<file path="src/rtl/pc_n.sv">
// Parametrised WIDTH-bit program counter with Hack-style priority control
// (clear > load > increment > hold) and a one-cycle registered wrap flag.
module pc_n #(
    parameter int               WIDTH       = 16,
    parameter logic [WIDTH-1:0] RESET_VALUE = '0
) (
    input  logic             clk,
    input  logic             reset,
    input  logic             clr,
    input  logic             load,
    input  logic             inc,
    input  logic [WIDTH-1:0] in,
    output logic [WIDTH-1:0] out,
    output logic             wrap
);

    logic [WIDTH-1:0] out_q, out_d;
    logic             wrap_q, wrap_d;
    logic [WIDTH:0]   inc_sum;

    // The extra MSB is the carry out of the increment; it feeds only wrap.
    assign inc_sum = {1'b0, out_q} + {{WIDTH{1'b0}}, 1'b1};

    always_comb begin
        // NOTE: defaults first, so every path assigns both signals and no latch is inferred.
        out_d  = out_q;
        wrap_d = 1'b0;
        if (clr) begin
            out_d = RESET_VALUE;
        end else if (load) begin
            out_d = in;
        end else if (inc) begin
            out_d  = inc_sum[WIDTH-1:0];
            wrap_d = inc_sum[WIDTH];
        end
    end

    always_ff @(posedge clk or posedge reset) begin
        // NOTE: non-blocking assignments keep all flops updating from pre-edge values.
        if (reset) begin
            out_q  <= RESET_VALUE;
            wrap_q <= 1'b0;
        end else begin
            out_q  <= out_d;
            wrap_q <= wrap_d;
        end
    end

    assign out  = out_q;
    assign wrap = wrap_q;

endmodule

</file>
<file path="config.mk">
export PLATFORM = sky130hd
export DESIGN_NAME = pc_n
export DESIGN_NICKNAME = d
export VERILOG_FILES = /design/src/rtl/pc_n.sv
export SDC_FILE = /design/constraint.sdc
export NUM_CORES = 1
export LEC_CHECK = 0
export CORE_MARGIN = 2
export CORE_UTILIZATION = 30
export DETAILED_ROUTE_END_ITERATION = 8
export PLACE_DENSITY_LB_ADDON = 0.12
export SLEW_MARGIN = 10
export SYNTH_ARGS = -nofsm -noshare
export SYNTH_HDL_FRONTEND = slang
export SYNTH_SLANG_ARGS = --single-unit
</file>
<file path="constraint.sdc">
create_clock -name clk -period 2.25 [get_ports clk]
set_input_delay 0.45 -clock clk [delete_from_list [all_inputs] [get_ports clk]]
set_output_delay 0.45 -clock clk [all_outputs]
set_load 0.05 [all_outputs]
</file>
==> insert_results.sql, run 1 <==
INSERT INTO impl_metrics (metric_group, metric, value, unit) VALUES
('clock_tree', 'clk_latency', '0.30', 'ns'),
('setup_path', 'reg2reg_from', 'out[0]', ''),
('sta', 'worst-slew-pin-transition', '0.6668', 'ns'),
('setup_path', 'cp_slowest_stage_delay', '0.85', 'ns'),
('global_route', 'number_of_global_route_vias_before_repair', '1013', ''),
('global_route', 'grt_max_degree', '18', ''),
('layout', 'nets', '180', ''),
('sta', 'slew_viol_final', '0', ''),
('drt', 'detail-route-antenna-nets', '0', ''),
('yosys', 'synth_seq_cells', '17', ''),
('clock_tree', 'cts-resized-gates', '0', ''),
('setup_path', 'worst_r2r_path_depth', '5', ''),
('pwr', 'power-per-cell-area', '487.0', 'nW/um^2'),
('layout', 'number_of_standard_cells_in_the_final_layout_excluding_fillers', '203', ''),
('clock_tree', 'root_buffer', 'sky130_fd_sc_hd__clkbuf_4', ''),
('place', 'dp_hpwl', '2024', 'um'),
('clock_tree', 'clock_tree.buffer_depth', '2', ''),
('yosys', 'syn-cell-area', '1054', 'um^2'),
('sta', 'fin_tns_setup', '0', 'ns'),
('layout', 'finished_cell_area', '1518', 'um^2'),
('setup_path', 'timing.critical_path.from', 'out[7]', ''),
('drt', 'routed-via-count', '1013', ''),
('place', 'placed_area', '1491', 'um^2'),
('sta', 'final_period_minus_worst_setup_slack', '2.092', 'ns'),
('drt', 'vias_per_std_cell', '4.990', ''),
('setup_path', 'critPathMaxFanout', '7', ''),
('setup_path', 'cpLargestDelayFamily', 'buffers and inverters', ''),
('clock_tree', 'clock_tree.htree_level_count', '1', ''),
('drt', 'dr.pass1.iters', '4', ''),
('clock_tree', 'cts-buffers-inserted', '3', ''),
('sta', 'timing.fmax', '0.4780', 'GHz'),
('setup_path', 'rrSetupSlack', '0.46', 'ns'),
('yosys', 'leading_register_cell_type_out_of_synthesis', 'sky130_fd_sc_hd__dfrtp_1', ''),
('clock_tree', 'clk_pin_slew_worst_paths', '0.11', 'ns'),
('sta', 'timing.final.crit_share', '92.99', '%'),
('clock_tree', 'hold_buffers', '0', ''),
('clock_tree', 'clock_tree_from_tritoncts', 'built', ''),
('layout', 'num_antenna_cells', '0', ''),
('setup_path', 'setup.worst_path.end_class', 'primary output', ''),
('setup_path', 'rr_endpoint', 'out[12]', ''),
('pwr', 'vdd.ir_drop.worst', '0.0001684', 'V'),
('die', 'coreArea', '3363', 'um^2'),
('setup_path', 'cp_slowest_cell', 'sky130_fd_sc_hd__clkdlybuf4s50_1', ''),
('global_route', 'grt_antenna_before_repair', '0', ''),
('sta', 'timing.hold.ws', '0.5322', 'ns'),
('global_route', 'grt_first_pass_wirelength', '4692', 'um'),
('sta', 'hold_viol_final', '0', ''),
('die', 'start_util', '31.32', '%'),
('die', 'dieHeight', '63.26', 'um'),
('place', 'placedCellCount', '199', ''),
('sta', 'final-setup-viol-count', '0', ''),
('yosys', 'synth_top_area_share', '40.38', '%'),
('yosys', 'syn-instance-count', '117', ''),
('die', 'die-area', '4002', 'um^2'),
('setup_path', 'arrival_worst_endpoint', '1.64', 'ns'),
('yosys', 'synth-seq-area-share', '40.38', '%'),
('die', 'die_w', '63.26', 'um'),
('layout', 'drive_above_1_share', '7.643', '%'),
('setup_path', 'critical_path.cell_chain', 'clkdlybuf4s50_1', ''),
('place', 'io_buffers', '37', ''),
('yosys', 'post_synth_edffs', '0', ''),
('yosys', 'postSynth.asyncResetShare', '100.0', '%'),
('setup_path', 'worst-endpoint-required', '1.80', 'ns'),
('setup_path', 'critical_path.n_buffers_inverters', '1', ''),
('clock_tree', 'post_cts.repair.setup_buffers', '0', ''),
('setup_path', 'worstSetupPathType', 'reg2out', ''),
('setup_path', 'cp-start-kind', 'flop', ''),
('run_status', 'status', 'completed', ''),
('yosys', 'cell_variety_after_synth', '34', ''),
('sta', 'relSlewSlack', '55.50', '%'),
('flow_run', 'max-cap-violations', '0', '');
[metrics by stage]
step | setup WS (ns) | total power, mW
global placement | 0.2290 | 0.5732
detailed placement | 0.1863 | 0.5758
CTS | 0.1411 | 0.7474
finish | 0.1578 | 0.7391
floorplan | 0.2399 | 0.4822
global route | 0.08414 | 0.7746
[worst min-delay path by stage]
stage,to,start
4_1_cts,out[9],reset
2_1_floorplan,out[0],reset
3_5_place_dp,wrap,out[15]
6_report,out[9],reset
3_3_place_gp,wrap,out[15]
5_1_grt,out[9],reset
[cells in the mapped netlist, drive strengths merged, types with 4 or more instances]
cell   count
o21a       6
xnor2      9
mux2i      4
buf        5
inv        9
nand2      6
nand4      7
a21oi     11
nor4       4
nand3      6
dfrtp     17
nor2       8
[cell type report]
type,instances,area (um^2)
Fill cell,363,1846
Timing Repair Buffer,42,407.9
Tap cell,46,57.56
Inverter,9,33.78
Sequential cell,17,425.4
Multi-Input combinational cell,85,566.8
Clock buffer,4,26.28
[cells in the final DEF, fill, tap and decap left out, types with 2 or more instances in the layout]
| cell | instances |
|---|---|
| sky130_fd_sc_hd__nand3_1 | 6 |
| sky130_fd_sc_hd__nand2_1 | 6 |
| sky130_fd_sc_hd__clkbuf_4 | 3 |
| sky130_fd_sc_hd__o21a_1 | 6 |
| sky130_fd_sc_hd__buf_4 | 5 |
| sky130_fd_sc_hd__xnor2_1 | 9 |
| sky130_fd_sc_hd__nor3_1 | 2 |
| sky130_fd_sc_hd__inv_1 | 9 |
| sky130_fd_sc_hd__mux2i_1 | 4 |
| sky130_fd_sc_hd__nor2b_1 | 2 |
| sky130_fd_sc_hd__xor2_1 | 2 |
| sky130_fd_sc_hd__nor2_1 | 8 |
| sky130_fd_sc_hd__a21oi_1 | 11 |
| sky130_fd_sc_hd__clkdlybuf4s50_1 | 37 |
| sky130_fd_sc_hd__o31a_1 | 2 |
| sky130_fd_sc_hd__dfrtp_1 | 17 |
| sky130_fd_sc_hd__or3_1 | 2 |
| sky130_fd_sc_hd__nor4_1 | 4 |
| sky130_fd_sc_hd__nand4_1 | 6 |
| sky130_fd_sc_hd__o21ai_0 | 2 |
[cell families after synthesis]
| logic type | Yosys count | synth area share (%) |
|---|---|---|
| and+or+nand+nor | 44 | 23.99 |
| buffers and inverters | 15 | 5.819 |
| AOI/OAI and AO/OA | 25 | 15.68 |
| DFF | 17 | 40.38 |
| xor gates and xnor gates | 11 | 9.146 |
| muxes | 4 | 3.801 |
| adders and majority gates | 1 | 1.187 |
[state kept, by name, indices dropped and copies added (netlist names)]
| register | count |
|---|---|
| wrap | 1 |
| out | 16 |
[power by group]
group | total (mW) | internal [mW] | switching, mW
combinational | 0.217 | 0.0957 | 0.121
clock | 0.172 | 0.0691 | 0.103
sequential | 0.351 | 0.323 | 0.0275
total | 0.739 | 0.488 | 0.251
[layer usage]
metal | global-route usage, % | vias to the layer above | wire length, um
met5 | 0 | - | 0
met4 | 6.250 | 0 | 36
met3 | 2.321 | 4 | 119
met2 | 24.60 | 28 | 1307
met1 | 18.88 | 485 | 1233
li1 | - | 496 | -
No activity file was read; power rests on OpenSTA's default activity.
==> run 2: changes to the inputs <==
--- a/config.mk
+++ b/config.mk
@@ -9,6 +9,7 @@
 export CORE_UTILIZATION = 30
 export DETAILED_ROUTE_END_ITERATION = 8
 export PLACE_DENSITY_LB_ADDON = 0.12
+export SETUP_SLACK_MARGIN = 0.02
 export SLEW_MARGIN = 10
 export SYNTH_ARGS = -nofsm -noshare
 export SYNTH_HDL_FRONTEND = slang
==> results of run 2 <==
Same layout as run 1: the final DEF is identical, and so are final timing and power.
==> run 3: changes to the inputs <==
--- a/config.mk
+++ b/config.mk
@@ -5,8 +5,9 @@
 export SDC_FILE = /design/constraint.sdc
 export NUM_CORES = 1
 export LEC_CHECK = 0
-export CORE_MARGIN = 2
+export CORE_MARGIN = 3
 export CORE_UTILIZATION = 30
+export CTS_CLUSTER_DIAMETER = 30
 export DETAILED_ROUTE_END_ITERATION = 8
 export PLACE_DENSITY_LB_ADDON = 0.12
 export SETUP_SLACK_MARGIN = 0.02
==> constraint.sdc (replaced) <==
create_clock -name clk -period 2 [get_ports clk]
set_input_delay 0.4 -clock clk [delete_from_list [all_inputs] [get_ports clk]]
set_output_delay 0.4 -clock clk [all_outputs]
set_load 0.05 [all_outputs]
==> run 3 against run 2 <==
Compared with the run above: worst hold slack got worse by 0.15 ns; cell count did not move; worst setup slack worse by 0.090 ns; routed wire length grew 0.11%; design area grew 0.91%; core utilization increased by 2.7 points; critical path type unchanged.
==> insert_results.sql, run 3 (synthesis gave the netlist of run 1 again) <==
INSERT INTO impl_metrics (metric_group, metric, value, unit) VALUES
('place', 'io_buffers', '37', ''),
('place', 'dp_hpwl', '1974', 'um'),
('pwr', 'clkPwrFrac', '22.8', '%'),
('clock_tree', 'clock_tree.htree_level_count', '1', ''),
('sta', 'final_period_minus_worst_setup_slack', '1.933', 'ns'),
('clock_tree', 'clock_tree_from_tritoncts', 'built', ''),
('setup_path', 'rr_endpoint', 'out[12]', ''),
('global_route', 'number_of_global_route_vias_before_repair', '994', ''),
('setup_path', 'worstSetupPathType', 'reg2out', ''),
('layout', 'number_of_standard_cells_in_the_final_layout_excluding_fillers', '203', ''),
('global_route', 'grt_max_degree', '32', ''),
('global_route', 'globalRouteTotalUtil', '13.94', '%'),
('clock_tree', 'root_buffer', 'sky130_fd_sc_hd__clkbuf_4', ''),
('flow_run', 'max-cap-violations', '0', ''),
('setup_path', 'reg2reg_from', 'out[0]', ''),
('sta', 'fin_ws', '0.06743', 'ns'),
('layout', 'area_growth_syn_to_layout', '45.37', '%'),
('global_route', 'grt_antenna_before_repair', '0', ''),
('pwr', 'vdd.ir_drop.worst', '0.0003186', 'V'),
('layout', 'number_of_flip_flops_in_the_largest_register', '16', ''),
('sta', 'slew_viol_final', '0', ''),
('setup_path', 'critPathMaxFanout', '6', ''),
('min_path', 'timing.hold.worst.class', 'in2async', ''),
('setup_path', 'cpLargestDelayFamily', 'buffers and inverters', ''),
('setup_path', 'cp-start-kind', 'flop', ''),
('pwr', 'power.switching_fraction', '33.69', '%'),
('sta', 'final-setup-viol-count', '0', ''),
('run_status', 'status', 'completed', ''),
('pwr', 'total_leakage_power', '0.6860', 'nW'),
('sta', 'worst-slew-pin-transition', '0.5113', 'ns'),
('setup_path', 'setup.worst_path.end_class', 'primary output', ''),
('sta', 'relSlewSlack', '65.86', '%'),
('sta', 'grt_setup_unrepaired', 'false', ''),
('layout', 'register_area', '427.9', 'um^2'),
('sta', 'hold_viol_final', '0', ''),
('die', 'die_w', '65.26', 'um'),
('place', 'place_worst_setup_slack', '0.009911', 'ns'),
('drt', 'dr.pass1.iters', '4', ''),
('die', 'std_cell_rows', '20', ''),
('setup_path', 'cp_slowest_stage_delay', '0.82', 'ns'),
('die', 'pin_count', '38', ''),
('layout', 'fillers', '337', ''),
('clock_tree', 'clk_latency', '0.29', 'ns'),
('setup_path', 'cp_slowest_cell', 'sky130_fd_sc_hd__clkdlybuf4s50_1', ''),
('pwr', 'power.sequential.fraction', '47.7', '%'),
('global_route', 'globalRouteOverflowTotal', '0', ''),
('drt', 'detail-route-antenna-nets', '0', ''),
('die', 'die-area', '4259', 'um^2'),
('setup_path', 'worst-endpoint-required', '1.60', 'ns'),
('setup_path', 'arrival_worst_endpoint', '1.53', 'ns'),
('layout', 'most-common-layout-cells', 'sky130_fd_sc_hd__clkdlybuf4s50_1, sky130_fd_sc_hd__dfrtp_1, sky130_fd_sc_hd__buf_4, sky130_fd_sc_hd__a21oi_1', ''),
('layout', 'nets', '182', ''),
('place', 'placedCellCount', '199', ''),
('sta', 'timing.final.crit_share', '96.63', '%'),
('setup_path', 'worst_r2r_path_depth', '5', ''),
('drt', 'routed-via-count', '981', ''),
('layout', 'drive_above_1_share', '15.09', '%'),
('sta', 'timing.clock.skew', '0.001793', 'ns'),
('place', 'routabilityCongestion', '0.7612', ''),
('pwr', 'power-per-cell-area', '540.1', 'nW/um^2'),
('setup_path', 'rrSetupSlack', '0.26', 'ns'),
('sta', 'timing.fmax', '0.5174', 'GHz'),
('sta', 'fin_tns_setup', '0', 'ns'),
('setup_path', 'critical_path.cell_chain', 'clkdlybuf4s50_1', ''),
('drt', 'wirelength', '2699', 'um'),
('pwr', 'cell_internal_pwr', '0.5485', 'mW'),
('die', 'start_util', '32.89', '%'),
('layout', 'layout_commonest_cell', 'sky130_fd_sc_hd__clkdlybuf4s50_1', ''),
('drt', 'number_of_remaining_drc_errors', '0', ''),
('drt', 'vias_per_std_cell', '4.833', ''),
('die', 'dieHeight', '65.26', 'um'),
('clock_tree', 'clock_sink_count', '17', ''),
('layout', 'num_antenna_cells', '0', ''),
('pwr', 'p_sw', '0.2787', 'mW'),
('pwr', 'p_comb_share', '29.4', '%'),
('clock_tree', 'clock_tree.buffer_depth', '2', ''),
('clock_tree', 'clk_pin_slew_worst_paths', '0.10', 'ns'),
('die', 'coreArea', '3203', 'um^2'),
('setup_path', 'critical_path.n_buffers_inverters', '1', ''),
('clock_tree', 'cts-buffers-inserted', '3', ''),
('drt', 'routed_wire_length_per_instance', '13.30', 'um'),
('layout', 'multiInputGateArea', '566.8', 'um^2'),
('drt', 'drt_iter0_drc', '37', ''),
('global_route', 'grt_first_pass_wirelength', '4602', 'um');
==> run 3: cell type report <==
| cell class | instances | share of cell area [%] |
|---|---|---|
| tap | 44 | 3.595 |
| clock buffer | 4 | 1.716 |
| multi-input combinational | 85 | 37.01 |
| inverter | 9 | 2.206 |
| timing repair buffer | 44 | 27.53 |
| sequential | 17 | 27.94 |
==> run 3: per-layer routing <==
layer | vias to the layer above | GRT usage [%] | routed length [um]
li1 | 502 | - | -
met1 | 440 | 18.50 | 1296
met2 | 32 | 20.86 | 1148
met3 | 7 | 3.761 | 184
met4 | 0 | 6.736 | 69
met5 | - | 0 | 0
==> run 3: worst max path at each step <==
| stage | start | to | slack (ns) | depth (start not counted) |
|---|---|---|---|---|
| after floorplan | out[9] | out[12] | 0.14 | 4 |
| after global placement | inc | out[12] | 0.04 | 5 |
| after CTS | out[0] | out[0] | 0.03 | 1 |
| final | out[1] | out[1] | 0.07 | 1 |
| after detailed placement | inc | out[12] | 0.01 | 5 |
| after global routing | out[14] | out[14] | 0.02 | 1 |
==> run 3: stage by stage <==
stage | util, % | hold slack (ns) | total power, mW | area [um^2]
floorplan | - | 0.3259 | 0.5431 | 1056
finish | 47.81 | 0.3839 | 0.8272 | 1531
CTS | 47.58 | 0.3898 | 0.8403 | 1524
detailed placement | 46.80 | 0.5911 | 0.6487 | 1499
global route | 47.81 | 0.4148 | 0.8761 | 1531
global placement | 46.80 | 0.5687 | 0.6456 | 1499
==> run 3: power by group through the flow <==
stage / clock, mW / combinational (mW) / sequential [mW]
floorplan: 0 / 0.0753 / 0.468
global placement: 0 / 0.244 / 0.401
detailed placement: 0 / 0.247 / 0.402
CTS: 0.198 / 0.247 / 0.395
global route: 0.214 / 0.263 / 0.400
finish: 0.189 / 0.244 / 0.395
==> run 3: what timing repair did <==
item	CTS	global route
setup endpoints to repair	1	3
hold buffers	0	0
buffers inserted	0	0
resized for setup	1	3
